--- src/rtl/ldpc_llr_loader.sv ---
// ldpc_llr_loader: converts streamed two's-complement LLRs to saturated sign-magnitude
// intrinsics and writes them over K*K PE blocks x L addresses, then runs one decode.
// Latency: one cycle from acceptance to write; back-pressure via in_ready (low outside LOAD).
// Ports: clk/reset (async, active-high); llr_in/in_valid/in_last/in_ready input stream;
//   int_in/load_add_in/pe_select/column_select intrinsic load bus; dec_en/dec_done decoder
//   handshake; frame_err one-cycle pulse on an in_last framing error.
module ldpc_llr_loader #(
  parameter int K             = 6,
  parameter int L             = 32,
  parameter int ADDR_WIDTH    = 5,
  parameter int MESSAGE_WIDTH = 5,
  parameter int IN_WIDTH      = 8
) (
  input  logic                     clk,
  input  logic                     reset,
  input  logic [IN_WIDTH-1:0]      llr_in,
  input  logic                     in_valid,
  input  logic                     in_last,
  output logic                     in_ready,
  output logic [MESSAGE_WIDTH-1:0] int_in,
  output logic [ADDR_WIDTH-1:0]    load_add_in,
  output logic [K*K-1:0]           pe_select,
  output logic [K-1:0]             column_select,
  output logic                     dec_en,
  input  logic                     dec_done,
  output logic                     frame_err
);

  localparam int KW    = (K > 1) ? $clog2(K) : 1;
  localparam int PW    = (K * K > 1) ? $clog2(K * K) : 1;
  localparam int MAG_W = MESSAGE_WIDTH - 1;
  localparam logic [IN_WIDTH-1:0] MAG_MAX = IN_WIDTH'((1 << MAG_W) - 1);

  typedef enum logic [1:0] {LOAD, FLUSH, DECODE} state_t;

  state_t                   state_q, state_d;
  logic [ADDR_WIDTH-1:0]    addr_q, addr_d;
  // The PE counter is kept as (row, column) so the column one-hot needs no divider;
  // the linear PE index is row + column*K.
  logic [KW-1:0]            row_q, row_d;
  logic [KW-1:0]            col_q, col_d;
  logic [MESSAGE_WIDTH-1:0] int_q, int_d;
  logic [ADDR_WIDTH-1:0]    wadd_q, wadd_d;
  logic [K*K-1:0]           pe_sel_q, pe_sel_d;
  logic [K-1:0]             col_sel_q, col_sel_d;
  logic                     ferr_q, ferr_d;

  logic                     accept;
  logic                     addr_last;
  logic                     pe_last;
  logic [PW-1:0]            pe_idx;
  logic                     llr_sign;
  logic [IN_WIDTH-1:0]      llr_abs;
  logic [MAG_W-1:0]         llr_mag;
  logic [MESSAGE_WIDTH-1:0] llr_conv;

  // Unsigned absolute value: the most-negative input maps to 2^(IN_WIDTH-1), which is
  // still above MAG_MAX and so saturates correctly.
  always_comb begin
    llr_sign = llr_in[IN_WIDTH-1];
    llr_abs  = llr_sign ? (~llr_in + IN_WIDTH'(1)) : llr_in;
    llr_mag  = (llr_abs > MAG_MAX) ? MAG_MAX[MAG_W-1:0] : llr_abs[MAG_W-1:0];
    llr_conv = {llr_sign, llr_mag};
  end

  assign accept    = in_valid && in_ready;
  assign addr_last = (addr_q == ADDR_WIDTH'(L - 1));
  assign pe_last   = (row_q == KW'(K - 1)) && (col_q == KW'(K - 1));
  assign pe_idx    = PW'(row_q) + PW'(col_q) * PW'(K);

  always_comb begin
    state_d   = state_q;
    addr_d    = addr_q;
    row_d     = row_q;
    col_d     = col_q;
    int_d     = int_q;
    wadd_d    = wadd_q;
    pe_sel_d  = '0;
    col_sel_d = '0;
    ferr_d    = 1'b0;
    case (state_q)
      LOAD: begin
        if (accept) begin
          int_d             = llr_conv;
          wadd_d            = addr_q;
          pe_sel_d[pe_idx]  = 1'b1;
          col_sel_d[col_q]  = 1'b1;
          if (addr_last && pe_last) begin
            state_d = FLUSH;
            addr_d  = '0;
            row_d   = '0;
            col_d   = '0;
            ferr_d  = !in_last;
          end else if (in_last) begin
            // Early end of frame: keep this write but restart the frame from the top.
            addr_d = '0;
            row_d  = '0;
            col_d  = '0;
            ferr_d = 1'b1;
          end else if (addr_last) begin
            addr_d = '0;
            if (row_q == KW'(K - 1)) begin
              row_d = '0;
              col_d = col_q + KW'(1);
            end else begin
              row_d = row_q + KW'(1);
            end
          end else begin
            addr_d = addr_q + ADDR_WIDTH'(1);
          end
        end
      end
      FLUSH:   state_d = DECODE;
      DECODE:  if (dec_done) state_d = LOAD;
      default: state_d = LOAD;
    endcase
  end

  always_ff @(posedge clk or posedge reset) begin
    if (reset) begin
      state_q   <= LOAD;
      addr_q    <= '0;
      row_q     <= '0;
      col_q     <= '0;
      int_q     <= '0;
      wadd_q    <= '0;
      pe_sel_q  <= '0;
      col_sel_q <= '0;
      ferr_q    <= 1'b0;
    end else begin
      state_q   <= state_d;
      addr_q    <= addr_d;
      row_q     <= row_d;
      col_q     <= col_d;
      int_q     <= int_d;
      wadd_q    <= wadd_d;
      pe_sel_q  <= pe_sel_d;
      col_sel_q <= col_sel_d;
      ferr_q    <= ferr_d;
    end
  end

  // in_ready is gated by reset so it reads 0 for as long as reset is held.
  assign in_ready      = (state_q == LOAD) && !reset;
  assign dec_en        = (state_q == DECODE);
  assign int_in        = int_q;
  assign load_add_in   = wadd_q;
  assign pe_select     = pe_sel_q;
  assign column_select = col_sel_q;
  assign frame_err     = ferr_q;

endmodule

--- config.mk ---
export PLATFORM = sky130hd
export DESIGN_NAME = ldpc_llr_loader
export DESIGN_NICKNAME = d
export VERILOG_FILES = /design/src/rtl/ldpc_llr_loader.sv
export SDC_FILE = /design/constraint.sdc
export NUM_CORES = 1
export LEC_CHECK = 0
export ABC_AREA = 1
export BUFFER_PORTS_ARGS = -buffer_cell sky130_fd_sc_hd__buf_4
export CAP_MARGIN = 20
export CORE_UTILIZATION = 45
export DETAILED_ROUTE_END_ITERATION = 10
export PLACE_DENSITY = 0.69
export SYNTH_ARGS = -nofsm -noshare
export SYNTH_HDL_FRONTEND = slang
export SYNTH_SLANG_ARGS = --single-unit
export TNS_END_PERCENT = 5
--- constraint.sdc ---
create_clock -name clk -period 2.4 [get_ports clk]
set_input_delay 0.12 -clock clk [delete_from_list [all_inputs] [get_ports clk]]
set_output_delay 0.12 -clock clk [all_outputs]
set_load 0.05 [all_outputs]
==> impl_metrics.yaml <==
route:
  vias: 2135
  drc: 0
  wl_met2_um: 2660
  drtIter0Drc: 54
  firstDrtPassIters: 4
  highest_layer: "met4"
  avgViaCountPerCell: 4.61
  wl_per_cell_um: 12.1
  wl_met3_um: 335
  drt_wl_total_um: 5620
  met1Wirelength_um: 2550
  ant_nets: 0
floorplan:
  dieArea_mm2: 0.00684
  io_pins: 68
  initial_core_util_pct: 46.5
  die_w_um: 82.7
  coreArea_mm2: 0.00631
  die_h_um: 82.7
  rows: 29
global_routing:
  grt_usage_pct: 18.7
  grt_first_pass_wirelength_um: 9250
  grt_pass1_vias: 2026
  overflow: 0
  grt_start_max_net_pins: 67
  antenna_found_initial: 0
sta:
  fin_crit_ns: 2.19
  max_slew_margin_pct: 47.3
  setup_violations: 0
  fin_tns_setup_ns: 0
  finalMaxSlewViolations: 0
  rsz0062_at_grt: "false"
  fin_skew_ns: 0.00664
  worst_pin_slew_ns: 0.790
  fin_crit_sh_pct: 91.3
  worst_hold_slack_ns: 0.0599
  max_freq_ghz: 0.456
  finalHoldViolations: 0
logic_synthesis:
  yosysSeqAreaShare_pct: 56.3
  netlist.top_cell.by_area: "dfrtp_1"
  syn-num-nets: 331
  synth_edf_count: 0
  synth_cell_types: 28
  async_reset_ff_share_pct: 100
  syn_area_mm2: 0.00293
  synth_most_common_cell: "dfrtp_1"
  netlist_top_cells_area: "dfrtp_1 (56%), nor2_1 (7.7%), ha_1 (5.5%)"
  yosysTopAreaCellShare_pct: 56.3
  ys_top_cells_by_count: "dfrtp_1 (66), nor2_1 (60), inv_1 (42)"
  ys_warn_count: 0
  ys_ff_latch: 66
  synth_ff_type: "dfrtp_1"
  netlist_instances: 303
  avgSynthCellArea_um2: 9.68
pwr:
  p_leak_nw: 1.98
  ir_worst_vdd_v: 0.000562
  p_per_area_mw_per_mm2: 982
setup_path:
  r2r_end: "pe_select[17]"
  crit_arrival_ns: 2.47
  critPathLaunchType: "flop"
  rr_worst_depth: 8
  r2r_start: "col_q[1]"
  ff2ff_setup_slack_ns: 0.21
  crit_fanout: 8
  crit_type: "flop to flop"
  cp_data_required_time_ns: 2.68
  worst_setup_path_end_kind: "flop"
clock_tree:
  clockRootBuffer: "clkbuf_8"
  clkSinkCount: 66
  clk_path_buf_depth: 2
  clock_latency_ns: 0.35
  htreeDepth: 3
  cts-resized-gates: 0
  cts.hold.buffers_added: 0
  clk_pin_slew_worst_paths_ns: 0.07
  post_cts_buffers: 0
  cts_tree: "yes"
  numCtsBuffers: 9
cells_and_area:
  final_cell_count_no_fill: 463
  final_util_pct: 59.5
  diodes: 0
  syn_to_final_growth_pct: 28.0
  nets: 409
  fin_area_mm2: 0.00375
  final_layout_size_suffix_gt1_share_pct: 30.1
placement:
  dpl.cell_count: 447
  io_buffers: 67
  placed_cell_area_mm2: 0.00354
  dp_hpwl_um: 4120
  place_congestion: 0.792
min_path:
  min_path_type: "input port to asynchronous set/reset pin"
status:
  status: "completed"
flow_run:
  drv_cap: 0
kinds of logic (layout without fill, tap and decap cells):
logic type / after synthesis / count (layout) / synth area share (%)
compound gates: 27 / 27 / 4.69
fa+ha+maj: 15 / 15 / 6.91
xor+xnor: 3 / 3 / 1.41
simple gates: 145 / 145 / 24.3
flops: 66 / 66 / 56.3
buf+inv: 47 / 130 / 6.36
critical path, stage by stage, from the launching register on:
cell,delay (ns)
dfrtp_1,0.41
inv_1,0.21
ha_1,0.31
fa_1,0.46
nor2_1,0.16
nand3_1,0.13
nand2_4,0.17
nand3_4,0.14
nor2_1,0.13
sequential cells by signal (all words and copies together) (netlist names):
name / cells
pe_select: 36
column_select: 6
addr_q: 5
int_in: 5
load_add_in: 5
col_q: 3
row_q: 3
state_q: 2
frame_err: 1
worst max path at each step:
stage | from | endpoint | slack (ns) | cells after the start
4_1_cts | col_q[1] | pe_select[17] | 0.16 | 8
6_report | col_q[1] | pe_select[17] | 0.21 | 8
2_1_floorplan | col_q[1] | pe_select[32] | 0.34 | 6
3_5_place_dp | col_q[1] | pe_select[17] | 0.18 | 8
3_3_place_gp | col_q[1] | pe_select[0] | 0.24 | 8
5_1_grt | col_q[1] | pe_select[17] | 0.02 | 8
report_power, final:
group / total, W / internal (W) / switching (W) / leakage [nW]
Combinational: 0.00135 / 0.000410 / 0.000936 / 0.991
Sequential: 0.00133 / 0.00123 / 0.000100 / 0.884
Clock: 0.00101 / 0.000588 / 0.000422 / 0.107
Total: 0.00369 / 0.00223 / 0.00146 / 1.98
cells in the final DEF (no fill, tap or decap), types with 4 or more instances in the layout:
cell and instances:
ha_1 13, buf_4 70, clkbuf_8 9, o21ai_0 13, nor2_1 60, nand2_2 7, nor3_1 6, inv_1 41
or2_2 4, nand2_1 38, nand3_1 13, nor3_2 4, nor2_2 5, dfrtp_1 66, a21oi_1 10
layer usage:
metal	vias to the layer above	track usage, %
met1	968	22.8
met2	61	30.7
met5	-	0
li1	1097	-
met3	9	6.48
met4	0	6.21
per-stage QoR:
stage / power (W) / setup slack, ns
finish: 0.00369 / 0.208
global route: 0.00394 / 0.0235
CTS: 0.00374 / 0.164
detailed placement: 0.00272 / 0.175
global placement: 0.00269 / 0.242
floorplan: 0.00236 / 0.339
cell type report:
type | count | area (µm²)
clock buffers | 10 | 128
clock inverters | 6 | 90.1
fillers | 567 | 2560
inverters | 44 | 169
multi-input cells | 190 | 1090
flip-flops and latches | 66 | 1650
well taps | 77 | 96.3
repair buffers | 70 | 526
(Power assumes the default switching activity.)
